===== config.mk =====
export PLATFORM = sky130hd
export DESIGN_NAME = clk_gate_ctrl
export DESIGN_NICKNAME = d
export VERILOG_FILES = /design/src/rtl/clk_gate_pkg.sv /design/src/rtl/clk_gate_cnt.sv /design/src/rtl/clk_gate_ctrl.sv
export SDC_FILE = /design/constraint.sdc
export NUM_CORES = 1
export LEC_CHECK = 0
export ABC_AREA = 1
export BUFFER_PORTS_ARGS = -buffer_cell sky130_fd_sc_hd__buf_2
export CORE_ASPECT_RATIO = 0.8
export CORE_MARGIN = 4
export CORE_UTILIZATION = 48
export DETAILED_ROUTE_END_ITERATION = 16
export HOLD_SLACK_MARGIN = 0.02
export PLACE_DENSITY_LB_ADDON = 0.05
export SLEW_MARGIN = 0
export SYNTH_ARGS = -nofsm -noshare
export SYNTH_HDL_FRONTEND = slang
export SYNTH_HIERARCHICAL = 1
export SYNTH_SLANG_ARGS = --single-unit

===== constraint.sdc =====
create_clock -name forever_cpuclk -period 2.8 [get_ports forever_cpuclk]
set_input_delay 0.7 -clock forever_cpuclk [delete_from_list [all_inputs] [get_ports forever_cpuclk]]
set_output_delay 0.7 -clock forever_cpuclk [all_outputs]
set_load 0.005 [all_outputs]

===== src/rtl/clk_gate_pkg.sv =====
// Shared types and widths for the clk_gate_ctrl clock-gating controller.
package clk_gate_pkg;

  localparam int CNT_W   = 8;
  localparam int STATS_W = 32;

  typedef enum logic [1:0] {
    ST_RUN  = 2'd0,
    ST_IDLE = 2'd1,
    ST_OFF  = 2'd2,
    ST_WAKE = 2'd3
  } gate_state_e;

endpackage


===== src/rtl/clk_gate_cnt.sv =====
// Clear/increment/terminal-compare counter shared by the idle timeout and wake delay.
module clk_gate_cnt
  import clk_gate_pkg::*;
(
  input  logic             clk,
  input  logic             rst,
  input  logic             clr,
  input  logic             inc,
  input  logic [CNT_W-1:0] term,
  output logic [CNT_W-1:0] count,
  output logic             at_term
);

  assign at_term = (count == term);

  // Holds at the terminal value instead of wrapping.
  always_ff @(posedge clk) begin
    if (rst) begin
      count <= '0;
    end else if (clr) begin
      count <= '0;
    end else if (inc && !at_term) begin
      count <= count + 1'b1;
    end
  end

endmodule


===== src/rtl/clk_gate_ctrl.sv =====
// Idle-timeout clock-gating controller producing a registered CE for a latch-based gate cell.
// Optional gated-cycle statistics counter enabled by defining CLK_GATE_STATS_EN.
module clk_gate_ctrl
  import clk_gate_pkg::*;
#(
  parameter int IDLE_THRESH = 8,
  parameter int WAKE_DLY    = 2
) (
  input  logic               forever_cpuclk,
  input  logic               cpurst,
  input  logic               mod_busy,
  input  logic               wake_req,
  input  logic               pm_sleep_req,
  input  logic               icg_force_on,
  output logic               clk_en,
  output logic               mod_ready,
  output logic               pm_sleep_ack,
  output logic [STATS_W-1:0] gated_cycles
);

  localparam logic [CNT_W-1:0] IDLE_TERM = CNT_W'(IDLE_THRESH - 1);
  localparam logic [CNT_W-1:0] WAKE_TERM = CNT_W'(WAKE_DLY - 1);

  gate_state_e      state;
  gate_state_e      state_nxt;
  logic             cnt_clr;
  logic             cnt_inc;
  logic [CNT_W-1:0] cnt_term;
  logic [CNT_W-1:0] cnt;
  logic             cnt_at_term;

  assign cnt_term = (state == ST_WAKE) ? WAKE_TERM : IDLE_TERM;
  assign cnt_clr  = (state_nxt != state);

  clk_gate_cnt u_cnt (
    .clk     (forever_cpuclk),
    .rst     (cpurst),
    .clr     (cnt_clr),
    .inc     (cnt_inc),
    .term    (cnt_term),
    .count   (cnt),
    .at_term (cnt_at_term)
  );

  always_comb begin
    state_nxt = state;
    cnt_inc   = 1'b0;
    case (state)
      ST_RUN: begin
        if (!mod_busy && !wake_req && !icg_force_on) state_nxt = ST_IDLE;
      end
      ST_IDLE: begin
        cnt_inc = 1'b1;
        // Keeping the clock on wins over any sleep request.
        if (mod_busy || wake_req || icg_force_on) begin
          state_nxt = ST_RUN;
        end else if (cnt_at_term || pm_sleep_req) begin
          state_nxt = ST_OFF;
        end
      end
      ST_OFF: begin
        if (icg_force_on || (wake_req && !pm_sleep_req)) state_nxt = ST_WAKE;
      end
      ST_WAKE: begin
        cnt_inc = 1'b1;
        if (cnt_at_term) state_nxt = ST_RUN;
      end
      default: state_nxt = ST_RUN;
    endcase
  end

  // Enables are registered from the current state so CE only moves on a rising edge.
  always_ff @(posedge forever_cpuclk) begin
    if (cpurst) begin
      state        <= ST_RUN;
      clk_en       <= 1'b1;
      mod_ready    <= 1'b1;
      pm_sleep_ack <= 1'b0;
    end else begin
      state        <= state_nxt;
      clk_en       <= (state != ST_OFF);
      mod_ready    <= (state == ST_RUN) || (state == ST_IDLE);
      pm_sleep_ack <= (state_nxt == ST_OFF) && pm_sleep_req;
    end
  end

`ifdef CLK_GATE_STATS_EN
  logic [STATS_W-1:0] gated_cnt;

  always_ff @(posedge forever_cpuclk) begin
    if (cpurst) begin
      gated_cnt <= '0;
    end else if ((state == ST_OFF) && (gated_cnt != {STATS_W{1'b1}})) begin
      gated_cnt <= gated_cnt + 1'b1;
    end
  end

  assign gated_cycles = gated_cnt;
`else
  assign gated_cycles = '0;
`endif

endmodule

==> run metrics, run 1 <==
share of cells above drive strength 1=0.1217; first-pass GRT wire length=approximately 3.1 mm; Slew @ Worst Pin=between 500 and 600 ps; Root Driver=clkbuf_4; hold crit path type=flop to flop; WS Path Type=flop to flop; final setup fails=0; vias after detailed routing=between 900 and 1,000; router iterations before antenna repair=4; global route overflow=0; Post-Syn Area per Cell=roughly 6.3 um2; die area=slightly above 3000 um2; CTS clk-pin slew, worst paths=about 70 ps; Overall Global Routing Usage=0.1327; slew margin rel.=0.6483; CTS H-tree depth=1; CTS tree=done; routed len/inst=8.411 um; fmax=approximately 450 MHz; routed wire length=1.800 mm; Ports=between 40 and 50; Routed Antenna Nets=0; NumNets Final=approximately 200; reg-to-reg critical path endpoint=u_cnt/count[1]; final worst path period need=~2200 ps; Yosys top cell area share=0.2419; critical path endpoint category=flop; dominant cell type by area after synthesis=dfxtp_1; slowest CP cell=nor2_1; R2R Path Start=state[1]; most common cell after layout, fill and taps aside=nand2_1; MaxCap Viol Count=0; Final Max Tran Viols=0; CP peak stage delay=420 ps; CP Data Required Time=between 3000 and 4000 ps; most frequent cell on the critical path=nand2_1; skew final=9.305 ps; row count=15; Max clock buf depth=2; Worst VDD drop=0.1979 mV; Post-CTS Hold Fix Bufs=0; GPL Wtd Cong=0.7801; synthesized cell area=~1100 um2; worst path arrival time=approximately 2400 ps; CP cell instances=nand2_1, xnor2_1, nand2_1, nor2_2, nand2_4, inv_1, a21oi_2, nand2_1, nand2_1, nand2_1, nand2_1, nor2_1, nand2_1, nor2_1; post-DP HPWL=1.454 mm; Top FF cell, synth=dfxtp_1; largest net degree at the start of global routing=18; commonest non-fill, non-tap cells in the layout=nand2_1, conb_1, inv_1; RSZ-0062 raised after global routing=no; crit path from=state[1]; status=complete, no violations; drc violations=0; WHS Path Cells=1; Die Ht=between 50 and 60 um; die span in x=just over 60 um; area grow syn2layout=-0.0001859%; Fin. Hold Viols=0; Post-CTS Resized=0; Static Leak=between 0.5 and 0.6 nW; Mapped Cells=170; synth top area cells=dfxtp_1, buf_4, nand2_1; setup bufs post-CTS=0; initial DRC count=18; clock sink count=13; Tot Pwr=~350 uW; clk_lat worst skew=between 200 and 300 ps; port bufs=8; TritonCTS buffer count=3; FFs w/ async S/R, synth=0; synth unique cells=24; FF-to-FF setup slack=~600 ps; worst hold endpoint=mod_ready; Initial Utilization=0.5029; yosys warns=6; Final period util=0.7856; PD cells=between 300 and 400 nW/um2; worst r2r path cells=14; setup_tns=0 ps; Vias/cell=around 4.2; sequential-to-total area share from yosys stat=0.2419; Hold Path Origin=state[1]; worst-path fanout max=17; CP startpoint kind=flop; number of synthesized flops with an enable pin=0; synthesis-stage register bit count=13; core area=between 2000 and 2500 um2; Diodes inserted=0; initial antenna violation count=0; vias in the first global route=between 700 and 800
-- worst max path at each step --
stage                endpoint
6_report       u_cnt/count[1]
4_1_cts        u_cnt/count[1]
3_3_place_gp   u_cnt/count[4]
2_1_floorplan  u_cnt/count[0]
3_5_place_dp   u_cnt/count[1]
5_1_grt        u_cnt/count[3]
-- Yosys cell counts (2+ instances only) --
cell and instances:
nand2_2 3, nand2_1 43, nor2_1 15, buf_4 32
nand3_1 11, inv_1 22, dfxtp_1 13, conb_1 2
nor3_1 2, nor2_2 2, inv_2 2, xnor2_1 3
a21oi_1 9
-- registers in the layout, indices dropped and copies added, names as in the netlist --
name / flops
clk_en: 1
state: 2
pm_sleep_ack: 1
u_cnt/count: 8
mod_ready: 1
-- layer usage --
metal,vias up,part of all wire,global-route usage
li1,483,-,-
met1,381,0.48,0.1661
met2,42,0.42,0.2135
met3,2,0.091,0.03085
met4,0,0.013,0.05776
met5,-,0,0
-- worst max-delay path, delay by kind of cell, from the launching register on --
family,cells,cell delay [ps]
XOR/XNOR,1,170
flip-flops,1,380
buffers and inverters,1,130
AO/OA/AOI/OAI,1,70
AND/OR/NAND/NOR,11,1390
-- power by group --
part / switching, mW / leakage (nW) / total (mW) / internal [mW]
Combinational: 0.0335 / 0.452 / 0.0475 / 0.0140
Sequential: 0.00176 / 0.105 / 0.188 / 0.186
Clock: 0.0579 / 0.0150 / 0.113 / 0.0551
-- cell families after synthesis --
family | after synthesis | share of synthesized area
adders and majority gates | 1 | 0.01163
other | 2 | 0.006979
and+or+nand+nor | 82 | 0.3395
buffers and inverters | 58 | 0.3209
DFF | 13 | 0.2419
xor gates and xnor gates | 3 | 0.02442
AOI/OAI and AO/OA | 11 | 0.05465
-- layout make-up --
type	instances	area, um2
clock buffers	4	26.28
inverters	24	90.09
repair buffers	9	47.55
flip-flops and latches	13	260.3
well taps	25	31.28
multi-input cells	139	620.6
fillers	229	1064
-- per-stage QoR --
| step | area [um2] | std cells | utilization | hold slack, ps | setup slack [ps] |
|---|---|---|---|---|---|
| final | 1076 | 214 | 0.5029 | 431.7 | 600.2 |
| after global routing | 1076 | 214 | 0.5029 | 460.6 | 325.2 |
| after CTS | 1076 | 214 | 0.5029 | 437.5 | 622.3 |
| after detailed placement | 1050 | 210 | 0.4906 | 421.0 | 643.8 |
| after global placement | 1050 | 210 | 0.4906 | 413.3 | 694.2 |
| after floorplan | 1226 | 210 | - | 402.4 | 787.8 |
(Power assumes the default switching activity.)
==> run 2, diff against run 1 <==
==> constraint.sdc (replaced) <==
create_clock -name forever_cpuclk -period 2.2 [get_ports forever_cpuclk]
set_input_delay 0.55 -clock forever_cpuclk [delete_from_list [all_inputs] [get_ports forever_cpuclk]]
set_output_delay 0.55 -clock forever_cpuclk [all_outputs]
set_load 0.005 [all_outputs]
==> run metrics, run 2 (synthesis gave the netlist of run 1 again) <==
drc violations=0 (unchanged); Post-CTS Resized=0 (unchanged); commonest non-fill, non-tap cells in the layout=nand2_1, conb_1, inv_1; CP startpoint kind=flop; final worst path period need=1923 ps (-276.8 ps); NumNets Final=198 (+0.51%); Max clock buf depth=2 (unchanged); MaxCap Viol Count=0 (unchanged); fmax=520.0 MHz (+14%); worst r2r path cells=17 (+3); Fin. Hold Viols=0 (unchanged); CP cell instances=nand2_1, inv_1, nand2_1, nand2_1, nand2_1, nor2_2, nand2_4, inv_1, a21oi_2, nand2_1, nand2_1, nand2_1, nand2_1, nor2_1, buf_4, nand2_1, nor2_1; biggest regs=u_cnt/count (8), state (2); Diodes inserted=0 (unchanged); die span in x=60.94 um (unchanged); WS Path Type=flop to flop; setup_tns=0 ps (unchanged); global route overflow=0 (unchanged); most common cell after layout, fill and taps aside=nand2_1; Ports=41 (unchanged); initial antenna violation count=0 (unchanged); met3 WL=184 um (+12%); clk_lat worst skew=270 ps (about the same); Die Ht=50.35 um (unchanged); Root Driver=clkbuf_4; RSZ-0062 raised after global routing=no; critical path endpoint category=flop; Tot Pwr=449.4 uW (+29%); final setup fails=0 (unchanged); Seq. cell area=261.5 um2 (+0.48%); Multi-input gate area=620.6 um2 (unchanged); CP Data Required Time=2410 ps (-600 ps); first-pass GRT wire length=2.994 mm (-3.6%); row count=15 (unchanged); worst path arrival time=2140 ps (-260 ps); share of cells above drive strength 1=0.1316 (+0.009886); WHS Path Cells=1 (unchanged); clock sink count=13 (unchanged); Overall Global Routing Usage=0.1288 (-0.003912); die area=3068 um2 (unchanged); routed len/inst=8.256 um (-1.8%); hold crit path type=flop to flop; GPL Wtd Cong=0.7274 (-6.8%); skew final=1.459 ps (-7.846 ps); Worst VDD drop=0.2986 mV (+51%); routed wire length=1.775 mm (-1.4%); initial DRC count=16 (-2); DRT met1 WL=837 um (-2.6%); status=complete, no violations; Vias/cell=4.153 (-2.1%); Largest register FFs=8 (unchanged); PD cells=414.3 nW/um2 (+28%); largest net degree at the start of global routing=18 (unchanged); vias in the first global route=714 (-9.4%); Final period util=0.8741 (+0.08845); fin util=0.5070 (+0.004094); post-DP HPWL=1.460 mm (+0.39%); vias after detailed routing=893 (-1.7%); Top Layer Used=met4; router iterations before antenna repair=4 (unchanged); # fillers=221 (-3.5%); CTS tree=done; CP peak stage delay=360 ps (-60 ps); CTS H-tree depth=1 (unchanged); most frequent cell on the critical path=nand2_1; setup bufs post-CTS=0 (unchanged); met2 WL=731 um (-2.8%); Most flops, register=u_cnt/count; core area=2140 um2 (unchanged); Initial Utilization=0.5029 (unchanged); area grow syn2layout=0.8139%; worst-path fanout max=17 (unchanged); CTS clk-pin slew, worst paths=80 ps (about the same); Post-CTS Hold Fix Bufs=0 (unchanged); Final Max Tran Viols=0 (unchanged); Static Leak=0.5778 nW (+0.95%); TritonCTS buffer count=3 (unchanged); port bufs=8 (unchanged); Routed Antenna Nets=0 (unchanged); slowest CP cell=dfxtp_2
[run 2: cell count changes in the layout (fill, tap and decap cells not counted)]
cell	delta
dfxtp_1	-1
dfxtp_2	+1
buf_4	+1
[run 2: path summary, 6_finish.rpt]
path            start              to  slack, ps
max          state[1]  u_cnt/count[7]        280
min          state[1]       mod_ready        420
max reg2reg  state[1]  u_cnt/count[7]        280
min reg2reg  state[1]       mod_ready        420
[run 2: stage by stage]
stage	cells	area (um2)	hold slack (ps)	worst slack (ps)
2_1_floorplan	210	1226	402.4	187.8
3_3_place_gp	211	1057	416.9	295.3
3_5_place_dp	211	1057	425.1	234.6
4_1_cts	215	1084	444.7	210.4
5_1_grt	215	1085	437.1	48.70
6_report	215	1085	424.8	277.0
[run 2: layout make-up]
class	count	area share
flip-flops and latches	13	0.2411
well taps	25	0.02884
multi-input cells	139	0.5721
inverters	24	0.08305
clock buffers	4	0.02422
repair buffers	10	0.05075
[run 2: report_power, final]
group,switching (mW),total [mW],internal [mW]
clock network,0.0774,0.148,0.0702
registers,0.00199,0.239,0.237
logic,0.0432,0.0628,0.0197
[run 2: worst max-delay path: cells and delay by family, from the launching register on]
| kind | cells | cell delay, ps |
|---|---|---|
| AO/OA/AOI/OAI | 1 | 70 |
| buffers and inverters | 3 | 370 |
| flip-flops | 1 | 360 |
| AND/OR/NAND/NOR | 13 | 1060 |
[run 2: routing by layer]
| metal | vias up | GRT usage |
|---|---|---|
| met4 | 0 | 0.04332 |
| met3 | 2 | 0.03856 |
| li1 | 483 | - |
| met5 | - | 0 |
| met1 | 366 | 0.1605 |
| met2 | 42 | 0.2082 |
